**config.mk**
```make
export PLATFORM = sky130hd
export DESIGN_NAME = serial_cfg_master
export DESIGN_NICKNAME = d
export VERILOG_FILES = /design/src/rtl/serial_cfg_pkg.sv /design/src/rtl/serial_cfg_arb.sv /design/src/rtl/serial_cfg_master.sv
export SDC_FILE = /design/constraint.sdc
export NUM_CORES = 1
export LEC_CHECK = 0
export CAP_MARGIN = 25
export CORE_ASPECT_RATIO = 1.25
export CORE_MARGIN = 1
export CORE_UTILIZATION = 49
export DETAILED_ROUTE_END_ITERATION = 7
export GPL_TIMING_DRIVEN = 0
export HOLD_SLACK_MARGIN = 0.06
export PLACE_DENSITY = 0.91
export SYNTH_ARGS = -nofsm -noshare
export SYNTH_HDL_FRONTEND = slang
export SYNTH_SLANG_ARGS = --single-unit
```
**constraint.sdc**
```tcl
create_clock -name clk -period 2.9 [get_ports clk]
set_clock_uncertainty 0.1 [all_clocks]
set_input_delay 0.87 -clock clk [delete_from_list [all_inputs] [get_ports clk]]
set_output_delay 0.87 -clock clk [all_outputs]
set_load 0.02 [all_outputs]
```
**src/rtl/serial_cfg_pkg.sv**
```systemverilog
// -----------------------------------------------------------------------------
// serial_cfg_pkg
// Shared definitions for the 4-wire configuration bus master: frame geometry,
// write-flag value, counter widths, FSM state encoding, and a frame builder.
// No ports (package).
// -----------------------------------------------------------------------------
package serial_cfg_pkg;

  localparam int FRAME_W   = 40;  // {write flag, addr[6:0], data[31:0]}
  localparam int ADDR_W    = 7;
  localparam int DATA_W    = 32;
  localparam int BIT_CNT_W = 6;   // holds FRAME_W
  localparam int PHASE_W   = 8;   // holds CLK_DIV-1 and GAP_CYCLES-1
  localparam int FCOUNT_W  = 16;

  localparam logic WR_FLAG = 1'b0;

  // Index of a requester port (two ports)
  typedef logic port_idx_t;

  typedef enum logic [2:0] {
    ST_IDLE     = 3'd0,
    ST_SETUP    = 3'd1,
    ST_SHIFT_HI = 3'd2,
    ST_SHIFT_LO = 3'd3,
    ST_LOAD     = 3'd4,
    ST_GAP      = 3'd5
  } state_t;

  // Assemble the on-wire word, MSB transmitted first.
  function automatic logic [FRAME_W-1:0] build_frame(
    input logic [ADDR_W-1:0] addr,
    input logic [DATA_W-1:0] data
  );
    return {WR_FLAG, addr, data};
  endfunction

endpackage

```
**src/rtl/serial_cfg_arb.sv**
```systemverilog
// -----------------------------------------------------------------------------
// serial_cfg_arb
// Two-port round-robin arbiter. Purely combinational; the caller owns the
// last_grant register and updates it when a grant is actually taken.
//
// Ports:
//   req_valid  in  2  request per port (bit 0 = port 0)
//   last_grant in  1  port granted most recently
//   grant      out 1  at least one request present
//   grant_idx  out 1  winning port (valid when grant = 1)
// -----------------------------------------------------------------------------
module serial_cfg_arb
  import serial_cfg_pkg::*;
(
  input  logic [1:0] req_valid,
  input  port_idx_t  last_grant,
  output logic       grant,
  output port_idx_t  grant_idx
);

  always_comb begin
    grant = |req_valid;
    if (&req_valid) begin
      // Tie: the port that won last time yields.
      grant_idx = ~last_grant;
    end else begin
      // Single requester (or none): port 1 only if it is the one asking.
      grant_idx = req_valid[1];
    end
  end

endmodule

```
**src/rtl/serial_cfg_master.sv**
```systemverilog
// -----------------------------------------------------------------------------
// serial_cfg_master
// Master for the 4-wire configuration bus (SEN, SCLK, SDI, SLD). Accepts
// register writes from two requesters (port 0: boot/init sequencer, port 1:
// USB host command path), arbitrates round-robin, and serialises each write
// as a 40-bit MSB-first frame {write flag, addr[6:0], data[31:0]} followed by
// a load strobe and an optional idle gap.
//
// Parameters:
//   CLK_DIV    clk cycles per SCLK half-period (1..255)
//   GAP_CYCLES idle clk cycles after SLD before the next grant (0..255)
//
// Ports:
//   clk          in   system clock
//   reset_n      in   asynchronous active-low reset
//   req_valid    in   [1:0] write request per port
//   req_addr0/1  in   [6:0] register address per port
//   req_data0/1  in   [31:0] register data per port
//   req_ready    out  [1:0] one-cycle accept pulse; addr/data captured then
//   sen          out  frame enable, high for the whole shift
//   sclk         out  serial clock, slave samples on rising edge
//   sdi          out  serial data, MSB first, 0 outside frames
//   sld          out  load strobe
//   busy         out  high whenever the FSM is not idle
//   frame_count  out  [15:0] completed frames, wrapping
// -----------------------------------------------------------------------------
module serial_cfg_master
  import serial_cfg_pkg::*;
#(
  parameter int unsigned CLK_DIV    = 2,
  parameter int unsigned GAP_CYCLES = 4
) (
  input  logic                clk,
  input  logic                reset_n,
  input  logic [1:0]          req_valid,
  input  logic [ADDR_W-1:0]   req_addr0,
  input  logic [DATA_W-1:0]   req_data0,
  input  logic [ADDR_W-1:0]   req_addr1,
  input  logic [DATA_W-1:0]   req_data1,
  output logic [1:0]          req_ready,
  output logic                sen,
  output logic                sclk,
  output logic                sdi,
  output logic                sld,
  output logic                busy,
  output logic [FCOUNT_W-1:0] frame_count
);

  if (CLK_DIV < 1 || CLK_DIV > 255) begin : g_bad_clk_div
    $error("serial_cfg_master: CLK_DIV must be 1..255");
  end
  if (GAP_CYCLES > 255) begin : g_bad_gap
    $error("serial_cfg_master: GAP_CYCLES must be 0..255");
  end

  // Phase counters count down to zero, so they are loaded with length-1.
  localparam logic [PHASE_W-1:0] DIV_LOAD = PHASE_W'(CLK_DIV - 1);
  localparam logic [PHASE_W-1:0] GAP_LOAD =
    (GAP_CYCLES == 0) ? '0 : PHASE_W'(GAP_CYCLES - 1);
  localparam logic [BIT_CNT_W-1:0] BITS_LOAD = BIT_CNT_W'(FRAME_W);

  state_t                state_reg, state_next;
  logic [PHASE_W-1:0]    phase_reg, phase_next;
  logic [BIT_CNT_W-1:0]  bit_cnt_reg, bit_cnt_next;
  logic [FRAME_W-1:0]    shift_reg, shift_next;
  port_idx_t             last_grant_reg, last_grant_next;
  logic [FCOUNT_W-1:0]   frame_count_reg;

  logic                  sen_reg, sen_next;
  logic                  sclk_reg, sclk_next;
  logic                  sdi_reg, sdi_next;
  logic                  sld_reg, sld_next;

  logic                  arb_grant;
  port_idx_t             arb_idx;
  logic [1:0]            grant_vec;
  logic                  phase_done;
  logic                  frame_done;

  serial_cfg_arb u_arb (
    .req_valid  (req_valid),
    .last_grant (last_grant_reg),
    .grant      (arb_grant),
    .grant_idx  (arb_idx)
  );

  assign phase_done = (phase_reg == '0);

  // ---------------------------------------------------------------------------
  // Next-state logic
  // ---------------------------------------------------------------------------
  always_comb begin
    state_next      = state_reg;
    phase_next      = phase_reg - 1'b1;
    bit_cnt_next    = bit_cnt_reg;
    shift_next      = shift_reg;
    last_grant_next = last_grant_reg;
    grant_vec       = '0;
    frame_done      = 1'b0;

    unique case (state_reg)
      ST_IDLE: begin
        phase_next = phase_reg;
        if (arb_grant) begin
          grant_vec[arb_idx] = 1'b1;
          shift_next = build_frame(arb_idx ? req_addr1 : req_addr0,
                                   arb_idx ? req_data1 : req_data0);
          last_grant_next = arb_idx;
          bit_cnt_next    = BITS_LOAD;
          phase_next      = DIV_LOAD;
          state_next      = ST_SETUP;
        end
      end

      ST_SETUP: begin
        if (phase_done) begin
          phase_next = DIV_LOAD;
          state_next = ST_SHIFT_HI;
        end
      end

      ST_SHIFT_HI: begin
        if (phase_done) begin
          // The next bit moves onto sdi together with the SCLK falling edge,
          // so sdi is stable around every rising edge.
          shift_next   = {shift_reg[FRAME_W-2:0], 1'b0};
          bit_cnt_next = bit_cnt_reg - 1'b1;
          phase_next   = DIV_LOAD;
          state_next   = ST_SHIFT_LO;
        end
      end

      ST_SHIFT_LO: begin
        if (phase_done) begin
          phase_next = DIV_LOAD;
          state_next = (bit_cnt_reg == '0) ? ST_LOAD : ST_SHIFT_HI;
        end
      end

      ST_LOAD: begin
        if (phase_done) begin
          frame_done = 1'b1;
          if (GAP_CYCLES == 0) begin
            state_next = ST_IDLE;
          end else begin
            phase_next = GAP_LOAD;
            state_next = ST_GAP;
          end
        end
      end

      ST_GAP: begin
        if (phase_done) begin
          state_next = ST_IDLE;
        end
      end

      default: begin
        state_next = ST_IDLE;
      end
    endcase
  end

  // Bus outputs are decoded from the next state and registered so the pins
  // are glitch-free and line up exactly with the state they belong to.
  always_comb begin
    sen_next  = (state_next == ST_SETUP) || (state_next == ST_SHIFT_HI) ||
                (state_next == ST_SHIFT_LO);
    sclk_next = (state_next == ST_SHIFT_HI);
    sdi_next  = sen_next & shift_next[FRAME_W-1];
    sld_next  = (state_next == ST_LOAD);
  end

  // ---------------------------------------------------------------------------
  // State registers
  // ---------------------------------------------------------------------------
  always_ff @(posedge clk or negedge reset_n) begin
    if (!reset_n) begin
      state_reg       <= ST_IDLE;
      phase_reg       <= '0;
      bit_cnt_reg     <= '0;
      shift_reg       <= '0;
      last_grant_reg  <= 1'b1;  // port 0 wins the first contention
      sen_reg         <= 1'b0;
      sclk_reg        <= 1'b0;
      sdi_reg         <= 1'b0;
      sld_reg         <= 1'b0;
    end else begin
      state_reg       <= state_next;
      phase_reg       <= phase_next;
      bit_cnt_reg     <= bit_cnt_next;
      shift_reg       <= shift_next;
      last_grant_reg  <= last_grant_next;
      sen_reg         <= sen_next;
      sclk_reg        <= sclk_next;
      sdi_reg         <= sdi_next;
      sld_reg         <= sld_next;
    end
  end

  // Frame counter only moves on a completed load; an aborted frame never
  // reaches LOAD, so it is not counted.
  always_ff @(posedge clk or negedge reset_n) begin
    if (!reset_n) begin
      frame_count_reg <= '0;
    end else if (frame_done) begin
      frame_count_reg <= frame_count_reg + 1'b1;
    end
  end

  // The accept pulse is combinational from the arbiter so the requester's
  // addr/data are captured in the very cycle it sees ready; it is held low
  // while reset is asserted.
  for (genvar gi = 0; gi < 2; gi++) begin : g_ready
    assign req_ready[gi] = grant_vec[gi] & reset_n;
  end

  assign sen         = sen_reg;
  assign sclk        = sclk_reg;
  assign sdi         = sdi_reg;
  assign sld         = sld_reg;
  assign busy        = (state_reg != ST_IDLE);
  assign frame_count = frame_count_reg;

endmodule

```
# After elaboration in Yosys (flattened, before gate mapping)
# Cells that the tools add are included.
dict set report word_totals {
  register_bits 78
  inputBits 82
  out_inout_bits 23
  wordCells 71
}
dict set report op_classes {
  reduce_logical 13
  n_addsub 3
  n_eq_ne 11
  mux 27
  n_lt_le_gt_ge 2
  n_bitwise 4
}
# operator count
set op_table {}
lappend op_table {{2-to-1 mux 40 bit} 2}
lappend op_table {{case mux 40 bit (2 select lines)} 1}
lappend op_table {{2-to-1 mux 32 bit} 1}
lappend op_table {{2-to-1 mux 8 bit} 3}
lappend op_table {{case mux 8 bit (3 select lines)} 1}
lappend op_table {{2-to-1 mux 3 bit} 7}
lappend op_table {{case mux 3 bit (6 select lines)} 1}
lappend op_table {{adder 16 x 1 -> 16 bit (second input constant)} 1}
lappend op_table {{== test 3 x 2 -> 1 bit (second input constant)} 4}
lappend op_table {{2-to-1 mux 6 bit} 2}
lappend op_table {{case mux 6 bit (2 select lines)} 1}
lappend op_table {{== test 3 bit (second input constant)} 3}
lappend op_table {{logical NOT 8 bit} 1}
lappend op_table {{subtractor 8 x 1 -> 8 bit (second input constant)} 1}
lappend op_table {{2-to-1 mux 7 bit} 1}
lappend op_table {{== test 3 x 1 -> 1 bit (second input constant)} 2}
lappend op_table {{logical NOT 6 bit} 1}
lappend op_table {{subtractor 6 x 1 -> 6 bit (second input constant)} 1}
lappend op_table {{2-to-1 mux 1 bit} 4}
lappend op_table {{2-to-1 mux 2 bit} 2}
lappend op_table {{inequality test 2 bit (second input constant)} 2}
lappend op_table {{AND reduction 2 bit} 2}
lappend op_table {{bitwise AND 1 bit} 3}
lappend op_table {{logical NOT 3 bit} 1}
lappend op_table {{11 further kinds} 12}

# Logic depth before layout (Yosys ltp)
dict set report depth {
  ltp_word 9
  depth_mapped 8
  depth_no_buf 6
}

# By module
# Synthesis repeated with hierarchy kept, for this count alone.
dict set report unflattened {
  cells_unflattened 379
  hier_area_um2 4041.4
}
# mod cells_per_inst n_inst seq_area_each_um2 area_each_um2
set by_module_without_submodules {}
lappend by_module_without_submodules {serial_cfg_master 377 1 1953.1 4027.6}
lappend by_module_without_submodules {serial_cfg_arb 2 1 0.0 13.8}

# Worst setup path before layout
# No wires, ideal clock.
dict set report synth_path {
  path_kind {in2out}
  start {input port req_valid[1]}
  end {output port req_ready[1]}
  n_path_buf 2
  stages 4
  t_arrival_ns 1.993
  path_slack_ns -0.063
  required_time_ns 1.930
  cell_sequence {a21boi_0 clkbuf_1 clkbuf_1 and3_1}
}
dict set report synth_between {
  elab_chain_len 9
  word_cells_on_any_way 11
  classes_between {order compare (2); mux (5); bitwise (1); reduce/logical (3)}
}
# element line
set synth_rtl {}
lappend synth_rtl {{start, declared} serial_cfg_master.sv:35} ;# input logic [1:0] req_valid,
lappend synth_rtl {{AND reduction 2 bit} serial_cfg_arb.sv:23} ;# if (&req_valid) begin
lappend synth_rtl {{2-to-1 mux 1 bit} serial_cfg_arb.sv:23}
lappend synth_rtl {{< comparator 1 x 2 -> 1 bit (implied by the code) or >= comparator 1 bit (tied branches)} serial_cfg_master.sv:105} ;# grant_vec[arb_idx] = 1'b1;
lappend synth_rtl {{logical AND 1 bit (implied by the code)} serial_cfg_master.sv:105}
lappend synth_rtl {{2-to-1 mux 1 bit (implied by the code)} serial_cfg_master.sv:105}
lappend synth_rtl {{demux 1 bit (select 1 bit)} serial_cfg_master.sv:105}
lappend synth_rtl {{2-to-1 mux 2 bit *} serial_cfg_master.sv:104} ;# if (arb_grant) begin
lappend synth_rtl {{2-to-1 mux 2 bit *} serial_cfg_master.sv:101} ;# unique case (state_reg)
lappend synth_rtl {{bitwise AND 1 bit *} serial_cfg_master.sv:215} ;# assign req_ready[gi] = grant_vec[gi] & reset_n;
lappend synth_rtl {{end, declared} serial_cfg_master.sv:40} ;# output logic [1:0] req_ready,
# Every way passes the cells marked *; elsewhere a longest branch is shown, timed or not.

# Worst setup path after layout
dict set report layout_path {
  start {input port req_valid[1]}
  end {output port req_ready[0]}
}
# Same word-level chain as after synthesis.

==> summary.md <==
| Metric | Value |
|---|---|
| Count of boundary I/O pins | 105 |
| Path category of the worst min-delay check | in2async |
| Post-place instance area | 0.005219 mm2 |
| Clock slew at reported path FFs | 0.08 ns |
| Number of inserted filler cells in the final layout | 563 |
| Detailed router's first-iteration violation count | 214 |
| Met3 layer wire length in the routed design | 567 um |
| Leak Pwr | 2.469 nW |
| Final critical-path setup slack | 0.02501 ns |
| Element type at the critical path end | primary output |
| Finished Cell Area | 0.005605 mm2 |
| Area share of fa/ha/maj cells after synthesis | 1.551% |
| Number of buffers inserted for hold repair after clock tree synthesis | 0 |
| Clock insertion delay at the later pin of the skew report | 0.35 ns |
| Part of the power in combinational logic | 29.9% |
| Routed wire length | 10530 um |
| Wire length of the first global-routing pass | 17220 um |
| First-pass DRT Iterations | 5 |
| Floorplan die height | 103.4 um |
| Setup repair after global routing missed its margin | yes |
| IR drop worst, VDD | 0.5435 mV |
| Half-perimeter wire length of the detailed placement result | 7388 um |
| Slew @ Worst Pin | 0.6349 ns |
| Maximum clock frequency | 347.8 MHz |
| Worst rel slew slack | 57.36% |
| Number of setup violations in the final report | 0 |
| CP Data Required Time | 1.93 ns |
| Most frequently used flop master after synthesis | sky130_fd_sc_hd__dfrtp_1 |
| Switching power as a share of total power | 32.45% |
| Xor and xnor fraction of the mapped netlist area | 5.213% |
| Max stage delay on crit path | 0.31 ns |
| Post-DR vias/cell | 5.976 |
| Unique masters post-synth | 56 |
| Largest family of logic cells by synthesized area | compound AO/OA/AOI/OAI gates |
| Cell Chain, Critical Path | clkdlybuf4s18_2, a21bo_4, and3_1, clkdlybuf4s15_2 |
| Worst setup slack before clock tree synthesis | -1.493 ns |
| Routed WL per cell | 16.69 um |
| Vias in the first global route | 3734 |
| Total global-route track usage | 25.28% |
| Internal Power | 2.544 mW |
| Flip-flop count of the largest register after layout | 40 |
| Synth Warn # | 0 |
| Fin. max-slew vios | 0 |
| Maxcap violations | 0 |
| Total Die Area | 0.008599 mm2 |
| TritonCTS clock tree | built |
| Number of nets in the layout | 618 |
| Final hold violation count | 0 |
| Met2 layer wire length in the routed design | 5518 um |
| Buffers added on ports | 104 |
| Synth Area per Inst | 9.884 um2 |
| H-tree depth reported by CTS | 3 |
| Max Used Layer | met4 |
| Synthesized-area fraction occupied by ao, oa, aoi and oai cells | 19.76% |
| Syn_nets | 495 |
| Type of the worst setup path | in2out |
| Antenna violations before repair | 0 |
| Number of DRC violations after detailed routing | 0 |
| Number of antenna cells inserted | 0 |
| Area of the core | 0.007883 mm2 |
| Critical path fanouts, max | 13 |
| Net switching component of the power | 1.223 mW |
| Grt total ovfl | 0 |
| Via total after detailed routing | 3771 |
| DRT met1 WL | 4208 um |
| Number of rows created at floorplan | 36 |
| Worst-path cell with the longest stage delay | sky130_fd_sc_hd__a21bo_4 |
| Worst setup SP type | input pin |
| Share of flip-flops with an asynchronous set or reset | 100.0% |
| Proportion of power drawn by the clock network | 25.6% |
| Number of synthesized flops with an enable pin | 0 |
| Pwr dens | 672.0 mW/mm2 |
| Register bit total from synthesis | 78 |
| Die width | 83.14 um |
| Status | finished, final reports clean |
| Final period utilization | 99.14% |
| Count of nets left with antenna violations after detail routing | 0 |
| CTS Buf Count | 9 |
| Simple logic cell fraction of the synthesized area | 19.64% |
| Synthesized area | 0.004033 mm2 |
| Clk sinks | 78 |
| Post-synthesis sequential area ratio | 48.43% |
| Min Tclk post-route | 2.875 ns |
| Last weighted congestion value of the routability-driven placer | 0.8094 |
| Sequential group share of total power | 44.5% |
| Worst endpoint data arrival time | 1.90 ns |
| Post-Route Hold Slack | 0.2943 ns |
| Post-synthesis instance total | 408 |
| Clock Tree Root | sky130_fd_sc_hd__clkbuf_8 |
| Bufs on Longest Clock Path | 2 |
| Starting density of the core | 51.16% |
| Pin count of the biggest net entering global routing | 33 |
| Mux share of post-synthesis cell area | 1.365% |
| Synth-to-layout area growth | 39.00% |
| Fraction of final layout cells sized beyond drive strength 1 | 11.94% |
| Fin Setup TNS | 0 ns |
[synth_stat cells (2+ instances only)]
cell type / number / area [um2]
sky130_fd_sc_hd__xor2_1: 12 / 105.1
sky130_fd_sc_hd__xnor2_1: 12 / 105.1
sky130_fd_sc_hd__a21oi_1: 46 / 230.2
sky130_fd_sc_hd__dfrtp_1: 77 / 1927
sky130_fd_sc_hd__nand2_1: 88 / 330.3
sky130_fd_sc_hd__or3b_2: 2 / 17.52
sky130_fd_sc_hd__nor3b_1: 2 / 15.01
sky130_fd_sc_hd__inv_1: 5 / 18.77
sky130_fd_sc_hd__nor4_4: 2 / 42.54
sky130_fd_sc_hd__o211ai_1: 2 / 15.01
sky130_fd_sc_hd__nor2_1: 15 / 56.30
sky130_fd_sc_hd__ha_1: 5 / 62.56
sky130_fd_sc_hd__nor3_1: 9 / 45.04
sky130_fd_sc_hd__mux2_2: 4 / 45.04
sky130_fd_sc_hd__and4_1: 3 / 26.28
sky130_fd_sc_hd__o31ai_1: 3 / 22.52
sky130_fd_sc_hd__clkbuf_1: 18 / 67.56
sky130_fd_sc_hd__nor3_2: 2 / 20.02
sky130_fd_sc_hd__a2111oi_0: 2 / 17.52
sky130_fd_sc_hd__buf_6: 4 / 45.04
sky130_fd_sc_hd__nand3_1: 3 / 15.01
sky130_fd_sc_hd__nand4_1: 11 / 68.82
sky130_fd_sc_hd__buf_2: 4 / 20.02
sky130_fd_sc_hd__a221o_1: 39 / 390.4
sky130_fd_sc_hd__o21ai_0: 2 / 10.01
sky130_fd_sc_hd__and3_1: 6 / 37.54
[power groups by stage]
stage          sequential [mW]  combinational (mW)  clock, mW
5_1_grt                   1.71                1.23       1.02
3_3_place_gp              1.64               0.996          0
6_report                  1.68                1.13      0.965
2_1_floorplan             1.60               0.730          0
4_1_cts                   1.67                1.10      0.969
3_5_place_dp              1.65                1.07          0
[through the flow]
step | std cells | power (mW) | util (%)
2_1_floorplan | 408 | 2.331 | -
3_3_place_gp | 607 | 2.641 | 65.89
3_5_place_dp | 608 | 2.720 | 66.21
4_1_cts | 626 | 3.731 | 70.51
5_1_grt | 631 | 3.952 | 71.11
6_report | 631 | 3.767 | 71.11
[area by class of cell]
cell class / count / area (um2) / share of cell area (%)
clock inverters: 6 / 110.1 / 1.964
multi-input cells: 297 / 1951 / 34.80
flip-flops and latches: 78 / 1954 / 34.87
well taps: 95 / 118.9 / 2.121
repair buffers: 115 / 1170 / 20.87
plain buffers: 24 / 150.1 / 2.679
inverters: 6 / 23.77 / 0.4241
clock buffers: 10 / 127.6 / 2.277
[routing by layer]
layer	vias to the layer above	GRT usage, %
met5	-	0
met2	167	46.28
met1	1844	29.37
li1	1731	-
met4	0	10.88
met3	29	4.762
[what timing repair did]
item	4_1_cts	5_1_grt
endpoints found under the setup margin	3	2
gates resized for setup	25	5
pin swaps	1	1
setup buffers	4	5
gates cloned	1	0
[logic make-up after synthesis]
kind of cell	count (synthesis)
simple gates	156
mux	5
flops	78
fa+ha+maj	5
compound gates	107
xor+xnor	24
buf+inv	33
[critical path, delay by kind of cell]
kind,cells,cell delay [ns]
AND/OR/NAND/NOR,1,0.20
buffers and inverters,2,0.51
AO/OA/AOI/OAI,1,0.31
[path summary, 6_finish.rpt]
kind                                             start                           to  slack [ns]  cells past startpoint
setup / recovery                          req_valid[1]                 req_ready[0]        0.03                      4
hold / removal                                 reset_n               sclk$_DFF_PN0_        0.29                      1
setup reg to reg              phase_reg[0]$_DFFE_PN0P_    shift_reg[30]$_DFFE_PN0P_        0.38                      8
hold reg to reg            frame_count[15]$_DFFE_PN0P_  frame_count[15]$_DFFE_PN0P_        0.38                      1
max in group asynchronous                      reset_n   frame_count[6]$_DFFE_PN0P_        1.82                      2
min in group clk           frame_count[15]$_DFFE_PN0P_  frame_count[15]$_DFFE_PN0P_        0.38                      1
[layout by cell type (no fill, tap or decap), types with 2 or more instances in the layout]
| cell type | count |
|---|---|
| sky130_fd_sc_hd__bufinv_16 | 3 |
| sky130_fd_sc_hd__buf_6 | 5 |
| sky130_fd_sc_hd__clkbuf_1 | 15 |
| sky130_fd_sc_hd__clkinvlp_4 | 2 |
| sky130_fd_sc_hd__clkdlybuf4s15_2 | 2 |
| sky130_fd_sc_hd__a21oi_1 | 46 |
| sky130_fd_sc_hd__o21ai_0 | 2 |
| sky130_fd_sc_hd__nand3_1 | 3 |
| sky130_fd_sc_hd__nor3b_1 | 2 |
| sky130_fd_sc_hd__clkdlybuf4s50_1 | 99 |
| sky130_fd_sc_hd__or3b_2 | 2 |
| sky130_fd_sc_hd__o31ai_1 | 3 |
| sky130_fd_sc_hd__inv_1 | 5 |
| sky130_fd_sc_hd__clkinv_2 | 2 |
| sky130_fd_sc_hd__and3_1 | 6 |
| sky130_fd_sc_hd__ha_1 | 5 |
| sky130_fd_sc_hd__clkbuf_8 | 9 |
| sky130_fd_sc_hd__buf_4 | 11 |
| sky130_fd_sc_hd__xnor2_1 | 12 |
| sky130_fd_sc_hd__nor3_1 | 9 |
| sky130_fd_sc_hd__mux2_2 | 4 |
| sky130_fd_sc_hd__buf_2 | 4 |
| sky130_fd_sc_hd__nor4_4 | 2 |
| sky130_fd_sc_hd__a221o_1 | 39 |
| sky130_fd_sc_hd__o211ai_1 | 2 |
| sky130_fd_sc_hd__nor2_1 | 13 |
| sky130_fd_sc_hd__nand4_1 | 11 |
| sky130_fd_sc_hd__nand2_1 | 88 |
| sky130_fd_sc_hd__and4_1 | 3 |
| sky130_fd_sc_hd__a2111oi_0 | 2 |
| sky130_fd_sc_hd__xor2_1 | 12 |
| sky130_fd_sc_hd__dfrtp_1 | 76 |
Power figures use the tool's default switching activity.
